`src/rtl/fsm_proc_pkg.sv`:
```
// Shared encodings for the FSM processor: main-FSM state codes, step controller states, default widths.
package fsm_proc_pkg;

  localparam int CNT_W_DEF    = 4;
  localparam int STATE_W_DEF  = 3;
  localparam int OP_W_DEF     = 2;
  localparam int DEF_TERM_DEF = 3;

  localparam logic [2:0] ST_FETCH = 3'd0;
  localparam logic [2:0] ST_EXEC  = 3'd3;
  localparam logic [2:0] ST_CMP   = 3'd4;

  typedef enum logic [1:0] {
    CS_IDLE = 2'd0,
    CS_RUN  = 2'd1,
    CS_DONE = 2'd2
  } ctl_t;

endpackage

```
`src/rtl/term_regfile.sv`:
```
// Per-opcode terminal count registers; write lands at the clock edge, read is combinational.
// No backpressure: a write is always accepted, and a same-cycle read of that index returns the old value.
module term_regfile
  import fsm_proc_pkg::*;
#(
  parameter int CNT_W    = CNT_W_DEF,
  parameter int OP_W     = OP_W_DEF,
  parameter int DEF_TERM = DEF_TERM_DEF
) (
  input  logic             clk,
  input  logic             rst,
  input  logic             wr_en,
  input  logic [OP_W-1:0]  wr_idx,
  input  logic [CNT_W-1:0] wr_dat,
  input  logic [OP_W-1:0]  rd_idx,
  output logic [CNT_W-1:0] rd_dat
);

  logic [CNT_W-1:0] regs [2**OP_W];

  always_ff @(posedge clk or posedge rst) begin
    if (rst) begin
      for (int i = 0; i < 2**OP_W; i++) regs[i] <= CNT_W'(DEF_TERM);
    end else if (wr_en) begin
      regs[wr_idx] <= wr_dat;
    end
  end

  assign rd_dat = regs[rd_idx];

endmodule

```
`src/rtl/step_counter.sv`:
```
// Micro-step counter beside the main FSM: runs from ST_EXEC until it reaches term[op_q], or until a fetch or cmp hit aborts it.
// done appears 1 cycle after the terminal step and is held until done_ack; steps outside RUN are dropped.
module step_counter
  import fsm_proc_pkg::*;
#(
  parameter int CNT_W    = CNT_W_DEF,
  parameter int STATE_W  = STATE_W_DEF,
  parameter int OP_W     = OP_W_DEF,
  parameter int DEF_TERM = DEF_TERM_DEF
) (
  input  logic               clk,
  input  logic               rst,
  input  logic [STATE_W-1:0] state,
  input  logic [OP_W-1:0]    opcode,
  input  logic               cmp,
  input  logic               step,
  input  logic               cfg_we,
  input  logic [OP_W-1:0]    cfg_op,
  input  logic [CNT_W-1:0]   cfg_term,
  input  logic               done_ack,
  output logic [CNT_W-1:0]   count,
  output logic               busy,
  output logic               done,
  output logic               cnt_rst
);

  ctl_t             ctl;
  logic [OP_W-1:0]  op_q;
  logic [CNT_W-1:0] term_cur;
  logic             abort;
  logic             early;
  logic             at_term;

  term_regfile #(
    .CNT_W   (CNT_W),
    .OP_W    (OP_W),
    .DEF_TERM(DEF_TERM)
  ) u_term (
    .clk   (clk),
    .rst   (rst),
    .wr_en (cfg_we),
    .wr_idx(cfg_op),
    .wr_dat(cfg_term),
    .rd_idx(op_q),
    .rd_dat(term_cur)
  );

  // >= rather than == so a term lowered mid-run still terminates, and count can never wrap.
  assign abort   = (state == STATE_W'(ST_FETCH));
  assign early   = (state == STATE_W'(ST_CMP)) && cmp;
  assign at_term = step && (count >= term_cur);
  assign cnt_rst = (ctl == CS_RUN) && (abort || early || at_term);

  always_ff @(posedge clk or posedge rst) begin
    if (rst) begin
      ctl   <= CS_IDLE;
      count <= '0;
      op_q  <= '0;
      busy  <= 1'b0;
      done  <= 1'b0;
    end else begin
      case (ctl)
        CS_IDLE: begin
          count <= '0;
          if (state == STATE_W'(ST_EXEC)) begin
            ctl  <= CS_RUN;
            op_q <= opcode;
            busy <= 1'b1;
          end
        end
        CS_RUN: begin
          if (abort || early) begin
            ctl   <= CS_IDLE;
            count <= '0;
            busy  <= 1'b0;
          end else if (at_term) begin
            ctl   <= CS_DONE;
            count <= '0;
            done  <= 1'b1;
          end else if (step) begin
            count <= count + CNT_W'(1);
          end
        end
        CS_DONE: begin
          count <= '0;
          if (done_ack) begin
            ctl  <= CS_IDLE;
            busy <= 1'b0;
            done <= 1'b0;
          end
        end
        default: begin
          ctl   <= CS_IDLE;
          count <= '0;
          busy  <= 1'b0;
          done  <= 1'b0;
        end
      endcase
    end
  end

endmodule
```
`config.mk`:
```
export PLATFORM = sky130hd
export DESIGN_NAME = step_counter
export DESIGN_NICKNAME = d
export VERILOG_FILES = /design/src/rtl/fsm_proc_pkg.sv /design/src/rtl/term_regfile.sv /design/src/rtl/step_counter.sv
export SDC_FILE = /design/constraint.sdc
export NUM_CORES = 1
export LEC_CHECK = 0
export BUFFER_PORTS_ARGS = -buffer_cell sky130_fd_sc_hd__buf_2
export CAP_MARGIN = 30
export CORE_MARGIN = 2
export CORE_UTILIZATION = 54
export DETAILED_ROUTE_END_ITERATION = 12
export PLACE_DENSITY_LB_ADDON = 0.12
export SKIP_CTS_REPAIR_TIMING = 1
export SLEW_MARGIN = 10
export SYNTH_ARGS = -nofsm -noshare
export SYNTH_HDL_FRONTEND = slang
export SYNTH_SLANG_ARGS = --single-unit
```
`constraint.sdc`:
```
create_clock -name clk -period 2.7 [get_ports clk]
set_clock_uncertainty 0.1 [all_clocks]
set_input_delay 0.27 -clock clk [delete_from_list [all_inputs] [get_ports clk]]
set_output_delay 0.27 -clock clk [all_outputs]
set_load 0.1 [all_outputs]
```
After elaboration in Yosys (flattened, before gate mapping):

Cells that the tools add are included.

* output and inout bits: 7
* flip-flop bits (word level): 26

* $lt $le $gt $ge: 4
* $add $sub $neg: 1
* mux-type cells: 22
* reductions and logical operators: 12
* eq/ne operators: 11
* bitwise logic cells: 3

Operator list (count)
* $mux W4: 7
* $bwmux W16: 1
* $bmux W4 S2: 1
* $demux W4 S2: 1
* $mux W2: 4
* $ne A2 B2 Y1 const B: 4
* $ge A3 B3 Y1 const B: 2
* $not A2 Y3: 2
* $pmux W1 S3: 2
* $pmux W2 S3: 1
* $reduce_and A3 Y1: 2
* $mux W1: 5
* $add A4 B1 Y4 const B: 1
* $ge A4 B4 Y1: 1
* $logic_and A1 B1 Y1: 4
* $ne A4 B3 Y1 const B: 1
* $reduce_and A4 Y1: 1
* $eq A3 B2 Y1 const B: 1
* $eq A3 B3 Y1 const B: 1
* $logic_not A3 Y1: 1
* $lt A3 B1 Y1 const B: 1
* $ne A3 B2 Y1 const B: 1
* $eq A2 B1 Y1 const B: 1
* $eq A2 B2 Y1 const B: 1
* other kinds (5): 6

Depth between registers and ports, before layout:

* depth in word-level cells: 9
* depth in mapped cells: 7
* mapped depth without buffers: 7

By module:

From an unflattened synthesis, not the netlist that was laid out.

* cells, all modules: 107
* area, all modules: 1370.1 µm²

Modules (own cells, without submodules)
* term_regfile: area each 723.2 µm², cells each 41, instances 1, sequential area each 410.4 µm²
* step_counter: area each 646.9 µm², cells each 66, instances 1, sequential area each 250.2 µm²

Worst setup path before layout:

OpenSTA, ideal clock, no wires.

* path type: register to output
* start: register count[0]
* end: output port cnt_rst
* cell stages (with the launch flop): 7
* data arrival time: 3.487 ns
* path buffers: 0
* setup slack: -1.157 ns
* path through: dfrtp_1 inv_1 ha_1 nand2b_4 a2111oi_4 or3_4 a21oi_1

* longest elaborated chain between the ends: 4

Ends and longest elaborated chain
* from (decl): RTL line step_counter.sv:21 `output logic [CNT_W-1:0] count,`
* from (signal assigned): RTL line step_counter.sv:81 `count <= count + CNT_W'(1);`
* $ge A4 B4 Y1: RTL line step_counter.sv:51 `assign at_term = step && (count >= term_cur);`
* $logic_and A1 B1 Y1: RTL line step_counter.sv:51
* $logic_or A1 B1 Y1: RTL line step_counter.sv:52 `assign cnt_rst = (ctl == CS_RUN) && (abort || early || at_term);`
* $logic_and A1 B1 Y1: RTL line step_counter.sv:52
* to (decl): RTL line step_counter.sv:24 `output logic cnt_rst`

Every way passes these cells.

Worst setup path in the final report:

* start: register op_q[0]
* end: output port cnt_rst

* longest elaborated chain between the ends: 8

Ends and longest elaborated chain
* from (decl): RTL line step_counter.sv:28 `logic [OP_W-1:0] op_q;`
* from (signal assigned): RTL line step_counter.sv:67 `op_q <= opcode;`
* $not A2 Y3 (not written as such): RTL line term_regfile.sv:29 `assign rd_dat = regs[rd_idx];`
* $bmux W4 S2: RTL line term_regfile.sv:29
* $mux W4 (not written as such) (2 in a row): RTL line term_regfile.sv:29
* $ge A4 B4 Y1: RTL line step_counter.sv:51
* $logic_and A1 B1 Y1: RTL line step_counter.sv:51
* $logic_or A1 B1 Y1: RTL line step_counter.sv:52
* $logic_and A1 B1 Y1: RTL line step_counter.sv:52

Every way passes these cells. The select of a mux whose other input is x is not followed.

==> results.yml <==
synth:
  yosysTopAreaCellShare_pct: 33.3
  ys.flop_type: "dfrtp_1"
  syn_area_per_cell_um2: 12.5
  yosys-top-cells-area: "dfrtp_1, dfstp_2, mux2_1"
  synthArstFlopShare_pct: 100
  synth_area_leader_cell: "dfrtp_1"
  synth_commonest_cells: "dfrtp_1, mux2_1, dfstp_2, inv_1, nand2_1"
  synth_edf_count: 0
  seq_area_frac_synth_pct: 48.8
  yosysWarnings: 0
  synth_cells: 108
  synth-seq-cells: 26
  netlist_area_um2: 1350
  syn_nets: 130
  synth.distinct_cells: 26
placement:
  dp_hpwl_um: 1820
  place_inst: 162
  port_buffers: 23
  gp_congestion: 0.780
clock_network:
  cts_made_buffers: 3
  cts_buffer_depth: 2
  cts_tree: "built"
  insertion_delay_ps: 310
  clock-root-buffer: "clkbuf_4"
  clk_pin_slew_ps: 140
  h-tree-depth: 1
  clock-sinks: 26
global_route:
  globalRouteOverflowTotal: 0
  grt_pass1_vias: 867
  grt_usage_pct: 18.4
  antenna_found_initial: 0
  grt_max_degree: 27
  grt_first_pass_wirelength_um: 3840
die:
  ioPinCount: 24
  rows: 18
  start_util_pct: 55.6
  coreArea_um2: 2430
  fp.dieH_um: 54.0
  die_area_um2: 2920
  die_w_um: 54.0
sta:
  rsz0062_at_grt: "yes"
  whs_ps: 71.8
  final_max_slew_viol_count: 0
  setup_slack_ps: -140
  setup_viol: 1
  finalHoldViolations: 0
  min_period_ps: 2840
  tightest_slew_ps: 484
  max_freq_mhz: 352
  relSlewSlack_pct: 67.9
  period_share_pct: 105
power:
  vdd_ir_drop_max_mv: 0.708
  p_leak_nw: 0.718
  p_per_area_nw_per_um2: 920
  finalPower_mw: 1.55
worst_setup_path:
  cp_cell_sequence: "buf_4 > mux4_2 > inv_2 > ha_4 > a2111oi_4 > or3_4 > a21oi_4 > buf_12"
  endpoint_kind: "primary output"
  worst_path_max_delay_cell: "mux4_2"
  cp_top_family: "multiplexers"
  crit_path_start_kind: "flop"
  reg2regPathDepth: 7
  arrival_ps: 2470
  critPathKind: "flop to primary output"
  setup.worst_path.start: "op_q[0]"
  r2r_end: "ctl[0]"
  regToRegSetupSlack_ps: 390
  worstReg2RegStart: "op_q[0]"
  cp_slowest_stage_delay_ps: 490
  crit_path_max_fanout: 4
  required_ps: 2330
  cp_num_buf_inv: 3
route:
  drtIter0Drc: 8
  routedWlPerCell_um: 13.9
  ant_nets: 0
  route.detailed.drc: 0
  vias: 952
  via_per_inst: 5.57
  drt-total-wl_um: 2380
  detail_route.first_pass.iterations: 4
hold_path:
  hold_class: "input pin to flop"
  min_from: "opcode[1]"
  hold_end: "op_q[1]"
  holdPathStages: 2
cells_and_area:
  diodes: 0
  stdcell_count: 171
  drive_above_1_share_pct: 44.0
  nets: 164
  syn_to_final_growth_pct: 24.7
  fill_cells: 171
  utilization_pct: 69.3
run_status:
  violations: "negative setup slack"
  status: "complete, but fails checks"
job:
  cap_violations: 0
==> cells by family (layout without fill, tap and decap cells) <==
logic type	after synthesis	after routing	synth area share, %
AND/OR/NAND/NOR	27	27	12.2
flip-flops	26	26	48.8
multiplexers	22	22	21.6
AO/OA/AOI/OAI	21	21	10.7
buffers and inverters	7	40	1.94
adder cells (fa/ha/maj)	5	5	4.63
==> through the flow <==
| step | TNS [ps] | area (µm²) | setup slack (ps) |
|---|---|---|---|
| after detailed placement | 0 | 1540 | 112 |
| final | -140 | 1690 | -140 |
| after global routing | -253 | 1690 | -253 |
| after floorplan | -34.8 | 1370 | -34.8 |
| after CTS | -259 | 1580 | -259 |
| after global placement | 0 | 1540 | 158 |
==> where the power goes <==
group / total, mW / switching (mW) / internal, mW
registers: 0.572 / 0.0756 / 0.496
clock network: 0.196 / 0.114 / 0.0823
logic: 0.783 / 0.424 / 0.359
total: 1.55 / 0.614 / 0.938
==> placed cells by master (no fill, tap or decap) <==
master / Yosys / layout
clkbuf_8: 0 / 1
dfrtp_2: 0 / 4
ha_1: 5 / 2
nand2b_1: 4 / 4
buf_12: 0 / 1
a21o_1: 1 / 1
a21oi_4: 0 / 1
ha_4: 0 / 3
nand3b_1: 2 / 2
mux2_1: 18 / 18
inv_2: 0 / 3
o21ai_1: 3 / 2
buf_4: 0 / 4
or3_4: 1 / 2
a31oi_1: 2 / 2
and3_1: 1 / 1
nor4_2: 1 / 1
dlygate4sd3_1: 0 / 1
a2111oi_4: 1 / 1
dfstp_2: 8 / 8
buf_2: 0 / 22
o211ai_1: 4 / 4
o21ai_2: 0 / 1
nor2_1: 3 / 3
nand2b_4: 1 / 1
mux4_2: 4 / 4
a21oi_1: 5 / 4
a211oi_1: 1 / 1
o21ai_0: 4 / 4
nand3_1: 2 / 2
nand2_1: 7 / 7
clkbuf_4: 0 / 3
buf_16: 0 / 1
dfrtp_1: 18 / 14
nor3_1: 3 / 3
inv_1: 7 / 4
nor3b_2: 1 / 1
==> per-layer routing <==
layer	vias to the layer above	GRT usage, %	part of all wire [%]
li1	472	-	-
met1	462	24.4	45
met2	16	31.5	51
met3	2	2.50	3.6
met4	0	5.00	0.63
met5	-	0	0
==> state kept, by name, summed over array words and instances, names as in the netlist <==
name,count
op_q,2
busy,1
ctl,2
done,1
count,4
u_term.regs,16
==> worst max path at each step <==
| stage | to | slack, ps | cells past startpoint |
|---|---|---|---|
| global route | cnt_rst | -250 | 8 |
| finish | cnt_rst | -140 | 8 |
| global placement | cnt_rst | 160 | 8 |
| floorplan | cnt_rst | -30 | 6 |
| detailed placement | cnt_rst | 110 | 8 |
| CTS | cnt_rst | -260 | 8 |
==> cell type report <==
cell class,instances,area [µm²],area share (%)
timing repair buffer,29,198,11.7
clock buffer,4,36.3,2.15
inverter,7,26.3,1.56
sequential,26,666,39.5
multi-input combinational,75,723,42.9
tap,30,37.5,2.23
Note: power is estimated with default switching activity, not from simulation.
